[src/rtl/audio_sample_prep.sv]
// Audio front end for the HDMI encoder: per-channel first-order IIR low-pass, fractional
// 48 kHz clock generator, and volume-scaled 16-bit stereo word held stable around clk_audio rises.
module audio_sample_prep #(
  parameter int SAMPLE_RATE  = 48000,
  parameter int FILTER_SHIFT = 4,
  parameter int FREQ_W       = 27
) (
  input  logic              clk,
  input  logic              reset,
  input  logic [FREQ_W-1:0] clk_freq,
  input  logic [17:0]       audio_l,
  input  logic [17:0]       audio_r,
  input  logic [1:0]        system_volume,
  output logic              clk_audio,
  output logic              sample_stb,
  output logic [31:0]       sample_word
);

  localparam int DATA_W = 18;
  localparam int FW     = DATA_W + FILTER_SHIFT;
  localparam int ACC_W  = FREQ_W + 1;
  localparam int SUM_W  = FREQ_W + 2;
  localparam logic [SUM_W-1:0] PHASE_STEP = SUM_W'(2 * SAMPLE_RATE);

  // f + x - f/2^k; the true result always fits FW bits, so modular arithmetic is exact.
  function automatic logic signed [FW-1:0] iir_next(input logic signed [FW-1:0] f,
                                                    input logic signed [DATA_W-1:0] x);
    logic signed [FW-1:0] xe;
    xe = FW'(x);
    return f + xe - (f >>> FILTER_SHIFT);
  endfunction

  function automatic logic signed [15:0] apply_volume(input logic signed [15:0] s,
                                                      input logic [1:0] vol);
    logic signed [15:0] r;
    case (vol)
      2'd0:    r = '0;
      2'd1:    r = s >>> 2;
      2'd2:    r = s >>> 1;
      default: r = s;
    endcase
    return r;
  endfunction

  logic signed [DATA_W-1:0] xl_p0, xr_p0;
  logic signed [FW-1:0]     fl_p1, fr_p1;
  logic signed [DATA_W-1:0] yl_p1, yr_p1;
  logic signed [15:0]       sl_p1, sr_p1;
  logic                     unused_lsbs;

  logic [ACC_W-1:0] acc, acc_next;
  logic [SUM_W-1:0] acc_n, acc_sub, freq_ext;
  logic             toggle;

  assign yl_p1 = fl_p1[FW-1 -: DATA_W];
  assign yr_p1 = fr_p1[FW-1 -: DATA_W];
  assign sl_p1 = yl_p1[17:2];
  assign sr_p1 = yr_p1[17:2];
  assign unused_lsbs = ^{yl_p1[1:0], yr_p1[1:0]};

  // Below 2*SAMPLE_RATE the remainder can exceed clk_freq; clamping keeps a toggle every cycle.
  always_comb begin
    freq_ext = {2'b00, clk_freq};
    acc_n    = {1'b0, acc} + PHASE_STEP;
    acc_sub  = acc_n - freq_ext;
    toggle   = 1'b0;
    acc_next = acc;
    if (clk_freq != '0) begin
      if (acc_n >= freq_ext) begin
        toggle   = 1'b1;
        acc_next = (acc_sub >= freq_ext) ? '0 : acc_sub[ACC_W-1:0];
      end else begin
        acc_next = acc_n[ACC_W-1:0];
      end
    end
  end

  always_ff @(posedge clk) begin
    if (reset) begin
      xl_p0       <= '0;
      xr_p0       <= '0;
      fl_p1       <= '0;
      fr_p1       <= '0;
      acc         <= '0;
      clk_audio   <= 1'b0;
      sample_stb  <= 1'b0;
      sample_word <= '0;
    end else begin
      // p0: input register
      xl_p0 <= audio_l;
      xr_p0 <= audio_r;
      // p1: filter state
      fl_p1 <= iir_next(fl_p1, xl_p0);
      fr_p1 <= iir_next(fr_p1, xr_p0);
      // output: capture only on the falling edge of clk_audio
      acc        <= acc_next;
      clk_audio  <= clk_audio ^ toggle;
      sample_stb <= toggle & clk_audio;
      if (toggle && clk_audio)
        sample_word <= {apply_volume(sl_p1, system_volume), apply_volume(sr_p1, system_volume)};
    end
  end

endmodule

[config.mk]
export PLATFORM = sky130hd
export DESIGN_NAME = audio_sample_prep
export DESIGN_NICKNAME = d
export VERILOG_FILES = /design/src/rtl/audio_sample_prep.sv
export SDC_FILE = /design/constraint.sdc
export NUM_CORES = 1
export LEC_CHECK = 0
export BUFFER_PORTS_ARGS = -buffer_cell sky130_fd_sc_hd__buf_2
export CORE_MARGIN = 4
export CORE_UTILIZATION = 31
export DETAILED_ROUTE_END_ITERATION = 16
export GPL_ROUTABILITY_DRIVEN = 0
export PLACE_DENSITY = 0.58
export SLEW_MARGIN = 20
export SYNTH_ARGS = -nofsm -noshare
export SYNTH_HDL_FRONTEND = slang
export SYNTH_SLANG_ARGS = --single-unit
[constraint.sdc]
create_clock -name clk -period 8 [get_ports clk]
set_clock_uncertainty 0.05 [all_clocks]
set_input_delay 0 -clock clk [delete_from_list [all_inputs] [get_ports clk]]
set_output_delay 0 -clock clk [all_outputs]
set_load 0.05 [all_outputs]
==> flow_summary.json <==
{
  "ys_seq_elements": 142,
  "drv_slew": 0,
  "cap_violations": 0,
  "async_flop_share": 0,
  "numCtsBuffers": 17,
  "cts_resized": 0,
  "grt_pass1_wl_um": 45800,
  "clock.fmax_mhz": 168,
  "yosys_warnings": 0,
  "root_buffer": "clkbuf_16",
  "grt_pass1_vias": 9215,
  "dr.pass1.iters": 5,
  "area_growth_pct": 17.7,
  "post-dp-hpwl_um": 20700,
  "power_density_mw_per_mm2": 380,
  "grt.met1_usage": 0.192,
  "cts_max_path_buffers": 2,
  "die_area_mm2": 0.0380,
  "syn-cell-area_mm2": 0.0108,
  "cp-start-kind": "flop",
  "worst_slew_margin_rel": 0.282,
  "clock_sink_count": 142,
  "fin_util": 0.370,
  "num_vias": 9349,
  "grt_max_degree": 68,
  "worstPathArrival_ps": 6270,
  "drt-total-wl_um": 27500,
  "drt.antenna.violating_nets": 0,
  "clk_pin_slew_ps": 60,
  "yosysUniqueCellTypes": 69,
  "die_x_um": 195,
  "drive_above_1_share": 0.102,
  "core_mm2": 0.0345,
  "finalHoldViolCount": 0,
  "floorplan.initialDensity": 0.314,
  "ys_seq_area_frac": 0.262,
  "drc": 0,
  "wl_per_cell_um": 14.4,
  "crit_required_ps": 8330,
  "synthFlopType": "dfxtp_1",
  "h-tree-depth": 4,
  "gr-usage-met2": 0.240,
  "fin_crit_sh": 0.744,
  "first_iter_violations": 544,
  "clock_latency_ps": 440,
  "nets": 1658,
  "cts_tree": "done",
  "worst_pin_slew_ps": 1070,
  "end_kind": "flop",
  "crit_fanout": 20,
  "power.static_leakage_nw": 5.93,
  "via_per_inst": 4.89,
  "syn_nets": 1541,
  "busiest_layer": "met2",
  "syn_area_per_cell_um2": 8.16,
  "period_needed_ps": 5950,
  "crit_type": "reg2reg",
  "grtUsageTotal": 0.146,
  "synth_edf_count": 0,
  "outcome": "complete, no violations",
  "die_y_um": 195,
  "overflow": 0,
  "finalSetupTns_ps": 0,
  "synth_cells": 1329,
  "diodes": 0,
  "grtUsageMet3": 0.0343,
  "grt_antenna_before_repair": 0,
  "ir_worst_vdd_v": 0.000165,
  "ios": 101,
  "rows": 68,
  "port_buffers": 100,
  "rsz0062_at_grt": "false",
  "holdCritPathClass": "in2reg",
  "setup-violations-final": 0
}
==> power by group <==
group / switching, mW / leakage, nW / total (mW) / internal, mW
combinational: 1.68 / 4.47 / 3.01 / 1.33
sequential: 0.149 / 1.17 / 0.997 / 0.848
clock: 0.338 / 0.295 / 0.848 / 0.510
==> registers in the layout (all words and copies together) (netlist names) <==
register     cells
sample_word     32
acc             28
fl_p1           22
fr_p1           22
xl_p0           18
xr_p0           18
clk_audio        1
sample_stb       1
==> cells in the final DEF, fill, tap and decap left out, drive strengths merged, types with 8 or more instances in the layout <==
| cell | synthesis | layout |
|---|---|---|
| inv | 214 | 217 |
| dfxtp | 142 | 142 |
| nor2 | 113 | 113 |
| buf | 10 | 103 |
| ha | 102 | 102 |
| a21oi | 87 | 87 |
| o21ai | 65 | 65 |
| nand2 | 59 | 59 |
| nor2b | 56 | 56 |
| fa | 43 | 43 |
| xnor2 | 39 | 39 |
| dlygate4sd3 | 0 | 37 |
| xor2 | 34 | 34 |
| mux2i | 33 | 33 |
| nor3 | 30 | 30 |
| nand3 | 26 | 26 |
| a21o | 26 | 26 |
| a211oi | 26 | 26 |
| nand2b | 22 | 22 |
| clkbuf | 32 | 20 |
| a22oi | 19 | 19 |
| nand4 | 14 | 14 |
| a22o | 13 | 13 |
| nor4 | 11 | 11 |
| and3 | 10 | 10 |
| a31oi | 8 | 8 |
| or3 | 8 | 8 |
==> final cells by class <==
class | count | area, um2
clock buffers | 20 | 457
clock inverters | 11 | 156
fillers | 3639 | 21800
inverters | 214 | 803
multi-input cells | 931 | 7050
flip-flops and latches | 142 | 2840
well taps | 455 | 569
repair buffers | 140 | 896
==> Yosys cell counts (all sizes together), types with 26 or more instances <==
| library cell | number | area, um2 |
|---|---|---|
| clkbuf | 32 | 120 |
| ha | 102 | 1280 |
| nor3 | 30 | 150 |
| nand2 | 59 | 221 |
| dfxtp | 142 | 2840 |
| inv | 214 | 803 |
| xor2 | 34 | 298 |
| o21ai | 65 | 325 |
| nor2b | 56 | 350 |
| a21o | 26 | 203 |
| fa | 43 | 861 |
| xnor2 | 39 | 342 |
| a21oi | 87 | 450 |
| a211oi | 26 | 205 |
| mux2i | 33 | 330 |
| nand3 | 26 | 130 |
| nor2 | 113 | 424 |
==> timing repair <==
item,CTS,global route
hold buffers,37,0
hold endpoints to repair,37,0
setup buffers,0,0
==> layer usage <==
layer  up-vias  wire length (um)
met5         -                 0
met4         0               481
met3        36              1440
met1      4313             12900
met2       224             12700
li1       4776                 -
==> final timing paths <==
kind | end | from | slack, ps | depth (start not counted)
setup reg to reg | acc[16]$_SDFFE_PP0N_ | acc[8]$_SDFFE_PP0N_ | 2050 | 25
hold reg to reg | sample_word[15]$_SDFFE_PP0P_ | sample_word[15]$_SDFFE_PP0P_ | 420 | 2
setup / recovery | acc[16]$_SDFFE_PP0N_ | acc[8]$_SDFFE_PP0N_ | 2050 | 25
hold / removal | fr_p1[1]$_SDFF_PP0_ | reset | 30 | 2
==> per-stage QoR <==
stage | hold slack (ps) | std cells | power, mW | area [um2] | setup WS (ps)
after floorplan | 78.2 | 1329 | 3.40 | 10800 | 2760
after global placement | 159 | 1845 | 3.95 | 11800 | 2100
after detailed placement | 167 | 1845 | 3.99 | 11800 | 2090
after CTS | 41.5 | 1913 | 4.90 | 12800 | 2040
after global routing | 62.3 | 1913 | 5.40 | 12800 | 1420
final | 29.8 | 1913 | 4.85 | 12800 | 2050
==> critical path, stage by stage, from the launching register on <==
cell and delay (ps):
dfxtp_1 350, inv_1 90, ha_1 210, nand2b_1 130, a21o_4 270, a21oi_2 290
nor2_1 90, xor2_1 160, ha_1 370, and3_1 250, and3_1 210, nand3_1 90
o221ai_1 220, o21ai_0 110, nand2b_1 80, a21oi_1 80, xnor2_1 310, ha_1 310
a211oi_1 200, o21ai_0 130, nor4_1 160, o21ai_0 110, o21ai_0 130, o2111ai_1 320
nor3_4 890, a221o_1 270
==> kinds of logic (layout without fill, tap and decap cells) <==
kind of cell / after synthesis / after routing / synth area share
and+or+nand+nor: 366 / 366 / 0.167
AOI/OAI and AO/OA: 313 / 313 / 0.193
buffers and inverters: 256 / 385 / 0.0899
adders and majority gates: 145 / 145 / 0.197
DFF: 142 / 142 / 0.262
xor gates and xnor gates: 73 / 73 / 0.0589
muxes: 34 / 34 / 0.0315
Note: power is estimated with default switching activity, not from simulation.
